[config.mk]
export PLATFORM = sky130hd
export DESIGN_NAME = ahb_cmd_master
export DESIGN_NICKNAME = d
export VERILOG_FILES = /design/src/rtl/ahb_cmd_master.sv
export SDC_FILE = /design/constraint.sdc
export NUM_CORES = 1
export LEC_CHECK = 0
export ABC_AREA = 1
export CAP_MARGIN = 20
export CORE_MARGIN = 8
export CORE_UTILIZATION = 44
export CTS_BUF_LIST = sky130_fd_sc_hd__clkbuf_8
export DETAILED_ROUTE_END_ITERATION = 6
export GPL_TIMING_DRIVEN = 0
export PLACE_DENSITY = 0.83
export SLEW_MARGIN = 20
export SYNTH_ARGS = -nofsm -noshare
export SYNTH_HDL_FRONTEND = slang
export SYNTH_SLANG_ARGS = --single-unit
[constraint.sdc]
create_clock -name HCLK -period 1.57 [get_ports HCLK]
set_input_delay 0.157 -clock HCLK [delete_from_list [all_inputs] [get_ports HCLK]]
set_output_delay 0.157 -clock HCLK [all_outputs]
set_load 0.05 [all_outputs]
[src/rtl/ahb_cmd_master.sv]
// Single-outstanding AHB-Lite master: turns a valid/ready command into one
// NONSEQ single transfer and returns a one-cycle completion pulse.
module ahb_cmd_master #(
   parameter int         AWIDTH    = 32,
   parameter logic [3:0] HPROT_VAL = 4'b0011
) (
   input  logic              HCLK,
   input  logic              HRESET,
   input  logic              CMD_VALID,
   output logic              CMD_READY,
   input  logic              CMD_WRITE,
   input  logic [AWIDTH-1:0] CMD_ADDR,
   input  logic [1:0]        CMD_SIZE,
   input  logic [31:0]       CMD_WDATA,
   output logic              RSP_VALID,
   output logic [31:0]       RSP_RDATA,
   output logic              RSP_ERROR,
   output logic [AWIDTH-1:0] HADDR,
   output logic [1:0]        HTRANS,
   output logic              HWRITE,
   output logic [2:0]        HSIZE,
   output logic [2:0]        HBURST,
   output logic              HMASTLOCK,
   output logic [3:0]        HPROT,
   output logic [31:0]       HWDATA,
   input  logic [31:0]       HRDATA,
   input  logic              HREADY,
   input  logic              HRESP
);

   localparam logic [1:0] ST_IDLE = 2'd0;
   localparam logic [1:0] ST_ADDR = 2'd1;
   localparam logic [1:0] ST_DATA = 2'd2;
   localparam logic [1:0] ST_RESP = 2'd3;

   localparam logic [1:0] HTRANS_IDLE   = 2'b00;
   localparam logic [1:0] HTRANS_NONSEQ = 2'b10;

   logic [1:0]        state;
   logic [AWIDTH-1:0] addr_q;
   logic              write_q;
   logic [1:0]        size_q;
   logic [31:0]       wdata_q;
   logic              rsp_valid_q;
   logic              rsp_error_q;
   logic [31:0]       rsp_rdata_q;

   logic              cmd_illegal;
   logic [7:0]        rd_byte;
   logic [31:0]       rd_extract;
   logic [31:0]       wdata_rep;

   // NOTE: every variable gets a default first so no path through the block infers a latch.
   always_comb begin
      cmd_illegal = 1'b0;
      case (CMD_SIZE)
         2'd1:    cmd_illegal = CMD_ADDR[0];
         2'd2:    cmd_illegal = (CMD_ADDR[1:0] != 2'b00);
         2'd3:    cmd_illegal = 1'b1;
         default: cmd_illegal = 1'b0;
      endcase
   end

   // Read lane selection uses the address still held on HADDR during the data phase.
   always_comb begin
      rd_byte = HRDATA[7:0];
      case (addr_q[1:0])
         2'd1:    rd_byte = HRDATA[15:8];
         2'd2:    rd_byte = HRDATA[23:16];
         2'd3:    rd_byte = HRDATA[31:24];
         default: rd_byte = HRDATA[7:0];
      endcase

      rd_extract = HRDATA;
      case (size_q)
         2'd0:    rd_extract = {24'd0, rd_byte};
         2'd1:    rd_extract = addr_q[1] ? {16'd0, HRDATA[31:16]} : {16'd0, HRDATA[15:0]};
         default: rd_extract = HRDATA;
      endcase
   end

   always_comb begin
      wdata_rep = wdata_q;
      case (size_q)
         2'd0:    wdata_rep = {4{wdata_q[7:0]}};
         2'd1:    wdata_rep = {2{wdata_q[15:0]}};
         default: wdata_rep = wdata_q;
      endcase
   end

   // NOTE: non-blocking assignments so every register updates from pre-edge values.
   always_ff @(posedge HCLK) begin
      if (HRESET) begin
         state       <= ST_IDLE;
         addr_q      <= '0;
         write_q     <= 1'b0;
         size_q      <= 2'd0;
         wdata_q     <= 32'd0;
         rsp_valid_q <= 1'b0;
         rsp_error_q <= 1'b0;
         rsp_rdata_q <= 32'd0;
      end else begin
         rsp_valid_q <= 1'b0;
         rsp_error_q <= 1'b0;
         rsp_rdata_q <= 32'd0;
         case (state)
            ST_IDLE: begin
               if (CMD_VALID) begin
                  if (cmd_illegal) begin
                     // Rejected without touching the bus, so the address/control registers keep their old values.
                     state       <= ST_RESP;
                     rsp_valid_q <= 1'b1;
                     rsp_error_q <= 1'b1;
                  end else begin
                     state   <= ST_ADDR;
                     addr_q  <= CMD_ADDR;
                     write_q <= CMD_WRITE;
                     size_q  <= CMD_SIZE;
                     wdata_q <= CMD_WDATA;
                  end
               end
            end
            ST_ADDR: begin
               if (HREADY) state <= ST_DATA;
            end
            ST_DATA: begin
               // An ERROR cycle with HREADY low is only the first half of the two-cycle response.
               if (HREADY) begin
                  state       <= ST_RESP;
                  rsp_valid_q <= 1'b1;
                  rsp_error_q <= HRESP;
                  rsp_rdata_q <= write_q ? 32'd0 : rd_extract;
               end
            end
            ST_RESP: state <= ST_IDLE;
            default: state <= ST_IDLE;
         endcase
      end
   end

   assign CMD_READY = (state == ST_IDLE);
   assign RSP_VALID = rsp_valid_q;
   assign RSP_ERROR = rsp_error_q;
   assign RSP_RDATA = rsp_rdata_q;

   assign HTRANS    = (state == ST_ADDR) ? HTRANS_NONSEQ : HTRANS_IDLE;
   assign HADDR     = addr_q;
   assign HWRITE    = write_q;
   assign HSIZE     = {1'b0, size_q};
   assign HWDATA    = (state == ST_DATA && write_q) ? wdata_rep : 32'd0;
   assign HBURST    = 3'b000;
   assign HMASTLOCK = 1'b0;
   assign HPROT     = HPROT_VAL;

endmodule
== Yosys cells after proc, flatten, opt, wreduce, memory -nomap -nowiden ==
Index checks and enable logic that the tools add are counted.

* Flip-flop bits (word level): 103
* Input bits: 104
* Output and inout port bits: 113
* Word-level logic and storage cells: 49

* Equality and inequality tests: 13
* Muxes and demuxes: 18
* Bitwise operators: 3
* Reductions and logical operators: 7

{| class="wikitable"
|+ Operator list
! cell !! count
|-
| $pmux W32 S2 || 2
|-
| $mux W32 || 1
|-
| $pmux W8 S3 || 1
|-
| $mux W16 || 1
|-
| $eq A2 B2 Y1 const B || 6
|-
| $mux W2 || 5
|-
| $eq A2 B1 Y1 const B || 4
|-
| $pmux W2 S4 || 1
|-
| $ne A2 B2 Y1 const B || 3
|-
| $reduce_and A3 Y1 || 2
|-
| $logic_not A2 Y1 || 2
|-
| $mux W1 || 4
|-
| $pmux W1 S2 || 2
|-
| $reduce_or A4 Y1 || 1
|-
| $not A1 Y1 || 3
|-
| $pmux W1 S3 || 1
|-
| $reduce_bool A2 Y1 || 1
|-
| $logic_and A1 B1 Y1 || 1
|}

== Longest topological paths before layout ==
Gate-level depths: netlist (run 1).

* Depth in word-level cells: 5
* Mapped depth: 8
* Gate-level depth less buffers: 8

== Least setup slack after synthesis (run 1) ==
OpenSTA, ideal clock, no wires.

* Path kind: register to output
* Start point: register size_q[1]
* End point: output HWDATA[15]
* Arrival: 2.235 ns
* Required time: 1.413 ns
* Setup slack: -0.822 ns
* Cell stages (with the launch flop): 6
* Buffers on the path: 1
* Path through: dfxtp_1 > nor2_1 > inv_1 > buf_2 > o22ai_1 > nor3_1

* Word-level cells in the longest chain between the ends: 3
* Elaborated cells between the ends (all ways): 4
* Those cells by class: 1 x eq/ne; 2 x mux; 1 x reduce/logical

{| class="wikitable"
|+ Ends and longest elaborated chain
! what !! RTL line !! source
|-
| start, declared || 42 || <nowiki>logic [1:0] size_q;</nowiki>
|-
| start signal, assigned || 97 || <nowiki>size_q <= 2'd0;</nowiki>
|-
| start signal, assigned || 118 || <nowiki>size_q <= CMD_SIZE;</nowiki>
|-
| $eq A2 B1 Y1 / $logic_not A2 Y1 (equally long branches) || 84 || <nowiki>case (size_q)</nowiki>
|-
| $pmux W32 S2 * || 84 ||
|-
| $mux W32 * || 150 || <nowiki>assign HWDATA = (state == ST_DATA && write_q) ? wdata_rep : 32'd0;</nowiki>
|-
| end, declared || 25 || <nowiki>output logic [31:0] HWDATA,</nowiki>
|}

Mark *: on every way between the ends. The rest lies on a longest branch, timed or not.

== Worst setup path after layout (run 1) ==
* Start point: register state[0]
* End point: output HWDATA[21]

* Word-level cells in the longest chain between the ends: 3

{| class="wikitable"
|+ Ends and longest elaborated chain
! what !! RTL line !! source
|-
| start, declared || 39 || <nowiki>logic [1:0] state;</nowiki>
|-
| start signal, assigned || 94 || <nowiki>state <= ST_IDLE;</nowiki>
|-
| start signal, assigned || 111 || <nowiki>state <= ST_RESP;</nowiki>
|-
| start signal, assigned || 115 || <nowiki>state <= ST_ADDR;</nowiki>
|-
| $eq A2 B2 Y1 || 150 ||
|-
| $logic_and A1 B1 Y1 || 150 ||
|-
| $mux W32 || 150 ||
|}

No other way between the ends.

==> out/summary.json, run 1 <==
{
  "placed_design": {
    "portBuffers": 206,
    "routabilityCongestion": 0.874,
    "dp_worst_setup_slack_ns": -0.923,
    "dp_hpwl_um": 13400
  },
  "worst_setup_path": {
    "cp_slowest_stage_delay_ns": 0.33,
    "critical_path_class": "register to output port",
    "worst-endpoint-required_ns": 1.41,
    "cp.arrival_ns": 1.64,
    "crit_family": "buffers and inverters",
    "path_cells": "inv_2 > ha_4 > nand2_8 > clkinv_8 > clkbuf_16 > o21ai_4 > a21oi_4 > buf_8",
    "worstPathBufferInverterCount": 4,
    "crit_fanout": 5,
    "worst_setup_path_start_kind": "register",
    "timing.critical_path.to_type": "output port",
    "slowest_stage": "sky130_fd_sc_hd__dfxtp_2"
  },
  "synth": {
    "synth_seq_area_share_pct": 41.6,
    "synthTopCellsByArea": "sky130_fd_sc_hd__dfxtp_1, sky130_fd_sc_hd__nor2_1, sky130_fd_sc_hd__nand3b_1",
    "multiplexer_share_of_the_synthesized_area_pct": 0,
    "mean_syn_cell_area_um2": 7.07,
    "synth_xor_area_share_pct": 0,
    "synth.cell_area_mm2": 0.00496,
    "yosysWarnings": 0,
    "netlist_instances": 701,
    "ys_ff_latch": 103,
    "yosysUniqueCellTypes": 29,
    "synth_compound_area_share_pct": 13.5,
    "synthDominantCellAreaShare_pct": 41.6,
    "synthDominantAreaCellType": "sky130_fd_sc_hd__dfxtp_1",
    "synth-simple-area-share_pct": 34.1,
    "synth_top_family_by_area": "simple AND/OR/NAND/NOR gates",
    "share_of_synthesized_cell_area_in_full_adder_half_adder_and_majority_cells_pct": 0.757
  },
  "pwr": {
    "part_of_the_power_in_the_clock_network_pct": 17.2,
    "leakage_nw": 3.64,
    "internal-power_mw": 5.26,
    "max-vdd-ir-drop_mv": 0.994,
    "power_per_cell_area_mw_per_mm2": 1120,
    "swShare_pct": 43.8,
    "seq_power_share_pct": 35.3,
    "p_comb_share_pct": 47.5,
    "power_switching_mw": 4.10
  },
  "sta": {
    "fin_ws_ns": -0.226,
    "final_period_minus_worst_setup_slack_ns": 1.80,
    "timing.final.crit_share_pct": 114,
    "setup_repair_after_global_routing_missed_its_margin": "yes",
    "minimum_hold_slack_ns": 0.364,
    "worstMarginPinSlew_ns": 0.555,
    "clock_skew_ns": 0.0121,
    "report.final.setup_viol": 45,
    "fmax_mhz": 557,
    "final-hold-violation-count": 0,
    "slew-limit-headroom_pct": 63.1,
    "report.final.slew_viol_count": 0
  },
  "global_routing": {
    "grt_util_all_layers_pct": 24.3,
    "grt_antenna_before_repair": 0,
    "grt_first_pass_wirelength_um": 28400,
    "grt_overflow_total": 0,
    "first_global_vias": 5359,
    "grt_start_max_net_pins": 16
  },
  "cells_and_area": {
    "layout_common_cells": "sky130_fd_sc_hd__nor2_1, sky130_fd_sc_hd__nand2_1, sky130_fd_sc_hd__clkdlybuf4s50_1",
    "final_layout_size_suffix_gt1_share_pct": 22.2,
    "synthToLayoutAreaGrowth_pct": 68.5,
    "layout.nets": 1049,
    "antenna_cells": 0,
    "final_common_cell": "sky130_fd_sc_hd__nor2_1"
  },
  "die": {
    "fp.dieArea_mm2": 0.0149,
    "io_pins": 217,
    "floorplan.rows": 38,
    "floorplan.initialDensity_pct": 45.3,
    "die_height_um": 122,
    "floorplan.core_area_mm2": 0.0109,
    "dieWidth_um": 122
  },
  "status": {
    "violations": "design-rule violations, negative setup slack",
    "status": "finished, violations left"
  },
  "routing": {
    "detail_route.drc_violations": 13,
    "iter_0_drt_violations": 527,
    "antenna_violating_nets_post_route": 0,
    "first_pass_iters": 7,
    "dr_total_vias": 5710,
    "postRouteWirelength_um": 20000,
    "post_drt_via_cell_ratio": 5.26,
    "drt-wirelength-per-cell_um": 18.4
  },
  "cts": {
    "clock-root-buffer": "sky130_fd_sc_hd__clkbuf_8",
    "cts.sinks": 103,
    "clock_tree.buffer_depth": 2,
    "worstSkewPairLatency_ns": 0.38,
    "cts.clk_slew.worst_paths_ns": 0.09,
    "clock_buffer_count_from_cts": 9,
    "h-tree-depth": 3,
    "tritoncts_clock_tree": "built",
    "post_cts_hold_buffer_count": 0
  },
  "flow_run": {
    "timing.max_cap.violations": 0
  },
  "min_path": {
    "worst_hold_path_type": "primary input to register"
  }
}
[flip-flops by register name, summed over array words and instances (netlist names)]
| name | count |
|---|---|
| HADDR | 32 |
| HWRITE | 1 |
| RSP_ERROR | 1 |
| RSP_RDATA | 32 |
| RSP_VALID | 1 |
| size_q | 2 |
| state | 2 |
| wdata_q | 32 |
[kinds of logic (layout without fill, tap and decap cells)]
kind of cell	count (synthesis)	in the layout
buffers and inverters	99	336
other	2	10
AO/OA/AOI/OAI	129	129
adder cells (fa/ha/maj)	3	3
flip-flops	103	103
AND/OR/NAND/NOR	365	365
[cell type report]
cell class	count	area, um2
buffer	58	469
timing repair inverter	1	5.00
timing repair buffer	221	2220
clock buffer	9	124
fill	869	2580
inverter	41	180
multi-input combinational	507	3050
tap	140	175
clock inverter	6	56.3
sequential	103	2070
[per-layer routing]
| metal | vias up | global-route usage, % | routed length, um |
|---|---|---|---|
| met5 | - | 1.32 | 0 |
| met3 | 84 | 7.50 | 1800 |
| met1 | 2592 | 26.4 | 7570 |
| met4 | 0 | 13.1 | 1160 |
| met2 | 299 | 41.6 | 9450 |
| li1 | 2735 | - | - |
[final timing paths]
path | from | to | slack (ns) | cells past startpoint
max reg2reg | state[0] | RSP_RDATA[6] | -0.08 | 8
min | HRDATA[30] | RSP_RDATA[30] | 0.36 | 3
min reg2reg | HADDR[21] | HADDR[21] | 0.48 | 2
max | state[0] | HWDATA[21] | -0.23 | 8
[what timing repair did]
| action | 4_1_cts | 5_1_grt |
|---|---|---|
| setup buffers | 11 | 3 |
| gates resized for setup | 404 | 72 |
| pin swaps | 5 | 7 |
| setup endpoints to repair | 178 | 121 |
| gates cloned | 1 | 2 |
[power groups by stage]
stage / sequential [mW] / combinational (mW) / clock [mW]
final: 3.30 / 4.45 / 1.61
after global placement: 3.24 / 3.80 / 0
after global routing: 3.33 / 4.73 / 1.72
after floorplan: 3.81 / 2.07 / 0
after CTS: 3.25 / 4.11 / 1.63
after detailed placement: 3.25 / 3.85 / 0
[tightest hold or removal path, stage by stage]
cell and delay [ns]:
sky130_fd_sc_hd__clkdlybuf4s50_1 0.42, sky130_fd_sc_hd__nand2_1 0.07, sky130_fd_sc_hd__nor2_1 0.04
[cells in the mapped netlist (all sizes together)]
cell type and count:
ha 3, and2 7, a21boi 1, nand3 33, o22ai 8, nor2b 1, a21oi 91, clkbuf 17
conb 2, nor3 3, buf 41, nor2 141, dfxtp 103, nand3b 63, nand4 2, o21a 1
nand2 115, inv 41, o21bai 1, o21ai 27
[metrics by stage]
stage | setup TNS [ns] | area, um2 | total power, mW | utilization, % | instances
2_1_floorplan | -0.291 | 5240 | 5.88 | - | 709
3_3_place_gp | -29.21 | 7470 | 7.04 | 68.3 | 1055
3_5_place_dp | -32.07 | 7470 | 7.10 | 68.3 | 1055
4_1_cts | -4.37 | 8120 | 8.99 | 74.2 | 1082
5_1_grt | -9.57 | 8360 | 9.78 | 76.4 | 1086
6_report | -5.45 | 8360 | 9.36 | 76.4 | 1086
Note: power is estimated with default switching activity, not from simulation.
==> inputs of run 2 (changes only) <==
- SLEW_MARGIN: 20 -> not set
- clock period: 1.57 -> 1.9 ns (I/O delays scaled with it)
==> run 2 against run 1 <==
Net effect:
- sequential cell count unchanged
- routed wire length decreased by 14%
- sequential share of layout area increased by 2.4 points
- utilization decreased by 6.8 points
- highest routed layer unchanged
- sequential power decreased by 19%
- worst setup slack improved by 0.26 ns
- largest cell class unchanged
- combinational power decreased by 28%
- hold slack improved by 0.026 ns
- die area unchanged
- the flow now finishes without violations
- critical path depth decreased by 3
- global-route usage decreased by 1.8 points
- cell count decreased by 1.1%
==> out/summary.json, run 2 (synthesis gave the netlist of run 1 again) <==
{
  "sta": {
    "clock_skew": {"value": 0.0159, "unit": "ns", "change": "was 0.0121 ns"},
    "setup_repair_after_global_routing_missed_its_margin": {"value": "yes", "change": "unchanged"},
    "worstMarginPinSlew": {"value": 0.542, "unit": "ns", "change": "was 0.555 ns"},
    "timing.setup.tns": {"value": 0, "unit": "ns", "change": "was -5.45 ns"},
    "fmax_mhz": 536,
    "report.final.setup_viol": {"value": 0, "change": "was 45"},
    "slew-limit-headroom": {"value": 63.8, "unit": "%", "change": "was 63.1%"},
    "minimum_hold_slack": {"value": 0.390, "unit": "ns", "change": "was 0.364 ns"},
    "final_period_minus_worst_setup_slack_ns": 1.86,
    "timing.final.crit_share_pct": 98.1,
    "report.final.slew_viol_count": {"value": 0, "change": "unchanged"},
    "final-hold-violation-count": {"value": 0, "change": "unchanged"}
  },
  "min_path": {
    "worst_hold_path_type": {"value": "primary input to register", "change": "unchanged"},
    "timing.hold.worst_path_depth": {"value": 3, "change": "unchanged"},
    "min_to": {"value": "RSP_RDATA[29]", "change": "was RSP_RDATA[30]"},
    "hp-start": {"value": "HRDATA[29]", "change": "was HRDATA[30]"}
  },
  "global_routing": {
    "grt_start_max_net_pins": {"value": 18, "change": "was 16"},
    "grt_overflow_total": {"value": 0, "change": "unchanged"},
    "grt_first_pass_wirelength": {"value": 27000, "unit": "um", "change": "was 28400 um"},
    "first_global_vias": {"value": 5180, "change": "was 5359"},
    "grt_antenna_before_repair": {"value": 0, "change": "unchanged"},
    "grt_util_all_layers": {"value": 22.5, "unit": "%", "change": "was 24.3%"}
  },
  "worst_setup_path": {
    "critical_path_class": {"value": "register to output port", "change": "unchanged"},
    "cp.arrival": {"value": 1.67, "unit": "ns", "change": "was 1.64 ns"},
    "worstPathBufferInverterCount": {"value": 3, "change": "was 4"},
    "reg_to_reg_critical_path_endpoint": {"value": "wdata_q[13]", "change": "was RSP_RDATA[6]"},
    "r2r_start": {"value": "state[1]", "change": "was state[0]"},
    "timing.critical_path.to_type": {"value": "output port", "change": "unchanged"},
    "slowest_stage": {"value": "sky130_fd_sc_hd__dfxtp_4", "change": "was sky130_fd_sc_hd__dfxtp_2"},
    "worst-endpoint-required": {"value": 1.71, "unit": "ns", "change": "was 1.41 ns"},
    "path_cells": {"value": "clkinvlp_4 > clkbuf_4 > o22ai_1 > nor2_1 > clkbuf_4", "change": "was inv_2 > ha_4 > nand2_8 > clkinv_8 > clkbuf_16 > o21ai_4 > a21oi_4 > buf_8"},
    "crit_family": {"value": "buffers and inverters", "change": "unchanged"},
    "cp_slowest_stage_delay": {"value": 0.42, "unit": "ns", "change": "was 0.33 ns"},
    "worst_setup_path_start_kind": {"value": "register", "change": "unchanged"},
    "crit_fanout": {"value": 10, "change": "was 5"},
    "cp_common_cell": "sky130_fd_sc_hd__clkbuf_4",
    "timing.reg2reg.worst_path_depth": {"value": 8, "change": "unchanged"},
    "reg2reg_setup_slack": {"value": 0.18, "unit": "ns", "change": "was -0.08 ns"}
  },
  "placed_design": {
    "place_area": {"value": 0.00733, "unit": "mm2", "change": "was 0.00747 mm2"},
    "portBuffers": {"value": 206, "change": "unchanged"},
    "routabilityCongestion": {"value": 0.918, "change": "was 0.874"},
    "placedCellCount": {"value": 1055, "change": "unchanged"},
    "dp_hpwl": {"value": 13400, "unit": "um", "change": "about the same"}
  },
  "die": {
    "floorplan.core_area": {"value": 0.0109, "unit": "mm2", "change": "unchanged"},
    "floorplan.rows": {"value": 38, "change": "unchanged"},
    "io_pins": {"value": 217, "change": "unchanged"},
    "dieWidth": {"value": 122, "unit": "um", "change": "unchanged"},
    "floorplan.initialDensity": {"value": 45.3, "unit": "%", "change": "unchanged"},
    "die_height": {"value": 122, "unit": "um", "change": "unchanged"},
    "fp.dieArea": {"value": 0.0149, "unit": "mm2", "change": "unchanged"}
  },
  "cells_and_area": {
    "layout.nets": {"value": 1036, "change": "was 1049"},
    "antenna_cells": {"value": 0, "change": "unchanged"},
    "final_design_area_no_fill": {"value": 0.00761, "unit": "mm2", "change": "was 0.00836 mm2"},
    "layoutNonFillerInstCount": {"value": 1074, "change": "was 1086"},
    "final_layout_size_suffix_gt1_share": {"value": 14.9, "unit": "%", "change": "was 22.2%"},
    "layout_common_cells": {"value": "sky130_fd_sc_hd__clkdlybuf4s50_1, sky130_fd_sc_hd__nor2_1, sky130_fd_sc_hd__nand2_1", "change": "was sky130_fd_sc_hd__nor2_1, sky130_fd_sc_hd__nand2_1, sky130_fd_sc_hd__clkdlybuf4s50_1"},
    "final_common_cell": {"value": "sky130_fd_sc_hd__clkdlybuf4s50_1", "change": "was sky130_fd_sc_hd__nor2_1"},
    "synthToLayoutAreaGrowth": {"value": 53.4, "unit": "%", "change": "was 68.5%"}
  },
  "cts": {
    "cts.sinks": {"value": 103, "change": "unchanged"},
    "tritoncts_clock_tree": {"value": "built", "change": "unchanged"},
    "cts.clk_slew.worst_paths": {"value": 0.11, "unit": "ns", "change": "was 0.09 ns"},
    "clock-root-buffer": {"value": "sky130_fd_sc_hd__clkbuf_8", "change": "unchanged"},
    "clock_tree.buffer_depth": {"value": 2, "change": "unchanged"},
    "worstSkewPairLatency": {"value": 0.37, "unit": "ns", "change": "was 0.38 ns"},
    "clock_buffer_count_from_cts": {"value": 9, "change": "unchanged"},
    "h-tree-depth": {"value": 3, "change": "unchanged"},
    "post_cts_hold_buffer_count": {"value": 0, "change": "unchanged"}
  },
  "pwr": {
    "p_comb_share": {"value": 44.2, "unit": "%", "change": "was 47.5%"},
    "part_of_the_power_in_the_clock_network": {"value": 18.8, "unit": "%", "change": "was 17.2%"},
    "leakage": {"value": 3.17, "unit": "nW", "change": "was 3.64 nW"},
    "max-vdd-ir-drop": {"value": 0.577, "unit": "mV", "change": "was 0.994 mV"},
    "internal-power": {"value": 4.15, "unit": "mW", "change": "was 5.26 mW"},
    "power_per_cell_area": {"value": 947, "unit": "mW/mm2", "change": "was 1120 mW/mm2"},
    "seq_power_share": {"value": 36.9, "unit": "%", "change": "was 35.3%"},
    "power_switching": {"value": 3.06, "unit": "mW", "change": "was 4.10 mW"},
    "totalPowerFinal": {"value": 7.21, "unit": "mW", "change": "was 9.36 mW"},
    "swShare": {"value": 42.5, "unit": "%", "change": "was 43.8%"}
  },
  "routing": {
    "postRouteWirelength": {"value": 17200, "unit": "um", "change": "was 20000 um"},
    "antenna_violating_nets_post_route": {"value": 0, "change": "unchanged"},
    "first_pass_iters": {"value": 5, "change": "was 7"},
    "iter_0_drt_violations": {"value": 441, "change": "was 527"},
    "drt-wirelength-per-cell": {"value": 16.0, "unit": "um", "change": "was 18.4 um"},
    "dr_total_vias": {"value": 5393, "change": "was 5710"},
    "detail_route.drc_violations": {"value": 0, "change": "was 13"},
    "post_drt_via_cell_ratio": {"value": 5.02, "change": "was 5.26"}
  },
  "flow_run": {
    "timing.max_cap.violations": {"value": 0, "change": "unchanged"}
  },
  "status": {
    "status": {"value": "complete, no violations", "change": "was finished, violations left"}
  }
}
## run 2: changes by cell type in the layout (fill, tap and decap cells not counted), sizes merged
cell           before  now
clkinvlp            3    2
clkbuf             24   31
dlygate4sd2        67    3
clkdlybuf4s15       2    0
inv                42   41
bufinv              1    0
dlymetal6s2s        0    1
buf                92   73
clkinv              2    3
clkdlybuf4s50     103  170
## run 2: tightest hold or removal path, cell delays in order
cell and delay, ns:
sky130_fd_sc_hd__clkdlybuf4s50_1 0.42, sky130_fd_sc_hd__nand2_1 0.07, sky130_fd_sc_hd__nor2_1 0.04
## run 2: repair_timing
item | 4_1_cts | 5_1_grt
setup buffers | 1 | 1
resized for setup | 219 | 34
gates cloned | 1 | 0
pin swaps | 0 | 1
setup endpoints to repair | 36 | 26
## run 2: per-layer routing
| layer | vias up | global-route usage [%] | part of all wire [%] |
|---|---|---|---|
| li1 | 2716 | - | - |
| met1 | 2451 | 26.9 | 42 |
| met2 | 195 | 38.1 | 47 |
| met3 | 31 | 5.65 | 8.5 |
| met4 | 0 | 8.99 | 2.7 |
| met5 | - | 0 | 0 |
## run 2: worst max path at each step
stage,depth (start not counted),from,end
after floorplan,5,size_q[1],HWDATA[24]
after global placement,8,state[0],HWDATA[29]
after detailed placement,8,state[0],HWDATA[29]
after CTS,6,size_q[1],HWDATA[28]
after global routing,5,size_q[1],HWDATA[8]
final,5,size_q[1],HWDATA[24]
## run 2: power groups by stage
| stage | Combinational [mW] | Clock, mW | Sequential [mW] |
|---|---|---|---|
| final | 3.19 | 1.36 | 2.66 |
| after global routing | 3.48 | 1.47 | 2.69 |
| after CTS | 3.14 | 1.38 | 2.64 |
| after detailed placement | 3.10 | 0 | 2.68 |
| after global placement | 3.07 | 0 | 2.66 |
| after floorplan | 1.63 | 0 | 3.15 |
## run 2: metrics by stage
stage / setup WS (ns) / util [%]
detailed placement: -0.924 / 67.0
global route: -0.0464 / 69.6
CTS: 0.00282 / 68.7
global placement: -0.897 / 67.0
finish: 0.0359 / 69.6
floorplan: -0.150 / -
## run 2: cell type report
class                      instances  area, um2
clock buffer                      11        151
clock inverter                     5       38.8
sequential                       103       2070
tap                              140        175
fill                             954       3330
inverter                          41        163
timing repair buffer             209       2040
multi-input combinational        507       2610
buffer                            58        365
==> variant 1, RTL diff (config.mk and constraints of run 2) <==
Set the parameter `AWIDTH` to 16 (it was 32).
--- a/src/rtl/ahb_cmd_master.sv
+++ b/src/rtl/ahb_cmd_master.sv
@@ -3,3 +3,3 @@
 module ahb_cmd_master #(
-   parameter int         AWIDTH    = 32,
+   parameter int         AWIDTH    = 16,
    parameter logic [3:0] HPROT_VAL = 4'b0011
Ports: changed (resized CMD_ADDR and HADDR); port bits go from 217 to 185. No check against the original RTL was run, so the function may have changed too.
==> variant 1 against run 2 <==
The flow now finishes with violations (setup timing). Critical path depth unchanged. Via count down 8.3%. Critical endpoint is now HWDATA[15]. Sequential cell count down 16. Die area down 12%. Synthesized area down 14%. Fmax down 2.3%. Worst setup slack worse by 0.043 ns. Power down 11%. Routed wire length down 6.7%. Largest power group unchanged. Cell area down 11%. Sequential share of layout area down 1.5 points. Non-clock buffer count down 29. Global-route usage up 1.8 points.
==> variant 1: results (changes against run 2) <==
dpl hpwl 12400 um (-7.3%); port buffer count 174 (-16%); vias in the first global route 4994 (-3.6%); top cells by count, synth nand2_1, nor2_1, dfxtp_1; dpl cells 930 (-12%); slew margin rel. 61.38% (-2.4 points); GP Congestion 0.9601 (+4.5%); Worst setup endpoint HWDATA[15]; vias per cell 5.144 (+2.4%); compound-cell area share of the yosys netlist 14.69% (+1.2 points); violated checks setup timing; status finished with violations; Worst Setup Slack, final -0.007538 ns (-0.04344 ns); pin count of the biggest net entering global routing 15 (-3); Routed WL per cell 16.69 um (+4.2%); Switch Pwr 2.640 mW (-14%); met1 usage 25.09% (-1.8 points); synth top area cells dfxtp_1, nand2_1, nor2_1; global-route wire length before repair 25090 um (-7.1%); adder-cell share of the synthesized area 0.8795% (+0.12 points); Gate power share 43.3% (-0.9 points); Synth Register Bits 87 (-16%); Yosys cell types 30 (+3.4%); Final setup viols 1 (+1); Crit Path Max Fanout 5 (-5); register area share after synthesis 40.81% (-0.78 points); worst clock skew 0.007782 ns (-0.008161 ns); critical path arrival 1.72 ns (+0.05 ns); share of post-route cells with drive strength above 1 18.72% (+3.8 points); signal buffers share of area 31.57% (-0.049 points); hold path start HRDATA[28]; multi-input logic area 2360 sq um (-9.5%); global-route usage over all layers 24.29% (+1.8 points); Leak 2.823 nW (-11%)
[variant 1: changes by cell type in the layout (fill, tap and decap cells not counted), sizes merged, moves of 10 or more]
cell / run 2 / this run
clkdlybuf4s50: 170 / 139
dfxtp: 103 / 87
nand3: 33 / 23
nand3b: 63 / 47
nor2: 141 / 110
a21oi: 91 / 71
[variant 1: worst reg2reg max path, delay by kind of cell, from the launching register on]
family / cells / cell delay, ns
AND/OR/NAND/NOR: 3 / 0.81
flip-flops: 1 / 0.34
AO/OA/AOI/OAI: 1 / 0.24
buffers and inverters: 2 / 0.18
adder cells (fa/ha/maj): 1 / 0.14
[variant 1: what timing repair did]
item / CTS / global route
pin swaps: 16 / 5
gates cloned: 2 / 0
resized for setup: 260 / 24
setup endpoints to repair: 34 / 42
hold buffers: 0 / 0
setup buffers: 12 / 3
[variant 1: metal layers]
layer	vias to the layer above	wire [um]
met5	-	0
met4	0	519
met3	37	1294
met2	215	7976
met1	2294	6250
li1	2397	-
==> variant 2, RTL diff (config.mk and constraints of run 2) <==
Without the edit above. Register the output `RSP_ERROR` once more, without a reset; this adds one clock of latency there. The other outputs are not delayed to match.
--- a/src/rtl/ahb_cmd_master.sv
+++ b/src/rtl/ahb_cmd_master.sv
@@ -142,3 +142,5 @@
    assign RSP_VALID = rsp_valid_q;
-   assign RSP_ERROR = rsp_error_q;
+   always_ff @(posedge HCLK) begin
+      RSP_ERROR <= rsp_error_q;
+   end
    assign RSP_RDATA = rsp_rdata_q;
Formal check against the unedited RTL: not equivalent (a bounded check fails within 4 cycles, from zero or initial values and one cycle with HRESET high).
==> variant 2 against run 2 <==
Count of clock-buffer cells in the layout down 1. Clock skew about the same. Via count up 0.41%. Clock power rose by 4%. Fmax rose by 0.24%. Synthesized area up 0.40%. Combinational power is 2% higher. Power rose by 1.9%. Routed wire length is 0.92% higher. Sequential cell count up 1. Worst setup slack gained 0.0045 ns. Cell area is 0.74% higher. Highest routed layer unchanged.
==> variant 2: results (changes against run 2) <==
status completed; critical path arrival 1.67 ns (about the same); synth top area cells dfxtp_1, nor2_1, nand3b_1; NumNets Final 1037 (+0.097%); Clock Tree Buf Depth 2 (unchanged); # H-tree levels 3 (unchanged); Critical R2R Capture wdata_q[18]; compound-cell area share of the yosys netlist 13.47% (-0.054 points); hold path start rsp_error_q; Synthesis Warnings 0 (unchanged); port buffer count 206 (unchanged); initial antenna violation count 0 (unchanged); Yosys cell types 29 (unchanged); top cells by count, synth nor2_1, nand2_1, dfxtp_1; Hold Path Class reg2reg; Synth async-reset ratio 0% (unchanged); VDD IR max 0.0005721 V (-0.80%); worst reg2reg path depth 8 (unchanged); 1st-iter DRT viols 534 (+21%); share of post-route cells with drive strength above 1 14.78% (-0.11 points); Crit Path Max Fanout 10 (unchanged); global-route usage over all layers 22.60% (+0.061 points); CTS Root Cell clkbuf_8; slew margin rel. 63.40% (-0.41 points); worst r2r src state[1]; GP Congestion 0.8835 (-3.8%); WHS Endpoint RSP_ERROR; global-route wire length before repair 26990 um (about the same); Hold Path Cell Cnt 0 (-3); Clk pin slew, worst setup/hold paths 0.09 ns (-0.02 ns); TritonCTS Buffers 9 (unchanged); Min Hold Slack 0.3329 ns (-0.05751 ns); register area share after synthesis 41.82% (+0.23 points); DRT Pass-1 Iters 5 (unchanged); worst clock skew 0.01623 ns (+0.0002872 ns); Main synth FF type dfxtp_1; dpl hpwl 13170 um (-1.6%); n_diodes 0 (unchanged); Post-DP Area 7350 sq um (+0.32%); Clock Latency Late Sink 0.37 ns (about the same); Max stage delay on crit path 0.45 ns (+0.03 ns); vias in the first global route 5347 (+3.2%); Vias 5415 (+0.41%); xor and xnor area share after synthesis 0% (unchanged); pin count of the biggest net entering global routing 17 (-1); Mapped Avg Cell Area 7.092 sq um (+0.26%); Leak 3.189 nW (+0.67%); R2R Setup Slk 0.13 ns (-0.05 ns); Worst path slowest cell dfxtp_4; non-filler instance count after layout 1077 (+0.28%); adder-cell share of the synthesized area 0.7540% (-0.0030 points); Routed WL per cell 16.12 um (+0.64%); mux share of post-synthesis cell area 0% (unchanged); minimum setup slack after placement -0.9049 ns (+0.01915 ns)
==> variant 2: layer usage <==
metal	vias to the layer above	share of wire (%)	GRT usage, %
met1	2434	42	26.74
met3	39	7.5	5.382
met4	0	3.7	11.27
met5	-	0	0
met2	229	47	37.72
li1	2713	-	-
==> variant 2: critical path: cells and delay by family (launching register included) <==
| kind | cells | cell delay [ns] |
|---|---|---|
| buf+inv | 3 | 0.59 |
| flops | 1 | 0.45 |
| compound gates | 1 | 0.19 |
| simple gates | 1 | 0.07 |
==> variant 2: timing repair <==
item / 4_1_cts / 5_1_grt
buffers inserted: 1 / 1
gates cloned: 1 / 0
gates resized for setup: 220 / 45
endpoints found under the setup margin: 35 / 28
==> variant 2: layout make-up <==
cell class / instances / area (sq um)
buffer: 58 / 365.4
inverter: 41 / 160.2
sequential: 104 / 2088
multi-input combinational: 507 / 2619
tap: 143 / 178.9
fill: 996 / 3558
clock inverter: 5 / 56.30
clock buffer: 10 / 137.6
timing repair buffer: 209 / 2059
==> variant 2: worst max path at each step <==
stage | from | cells past startpoint | slack [ns] | end
global placement | state[0] | 8 | -0.86 | HWDATA[29]
detailed placement | state[0] | 8 | -0.90 | HWDATA[29]
global route | size_q[1] | 5 | -0.02 | HWDATA[24]
floorplan | size_q[1] | 5 | -0.15 | HWDATA[24]
CTS | size_q[1] | 6 | 0.0004 | HWDATA[8]
finish | size_q[1] | 5 | 0.04 | HWDATA[24]
==> variant 2: power breakdown <==
part | switching (mW) | internal (mW) | total (mW)
Combinational | 2.08 | 1.15 | 3.24
Sequential | 0.219 | 2.47 | 2.69
Clock | 0.778 | 0.640 | 1.42
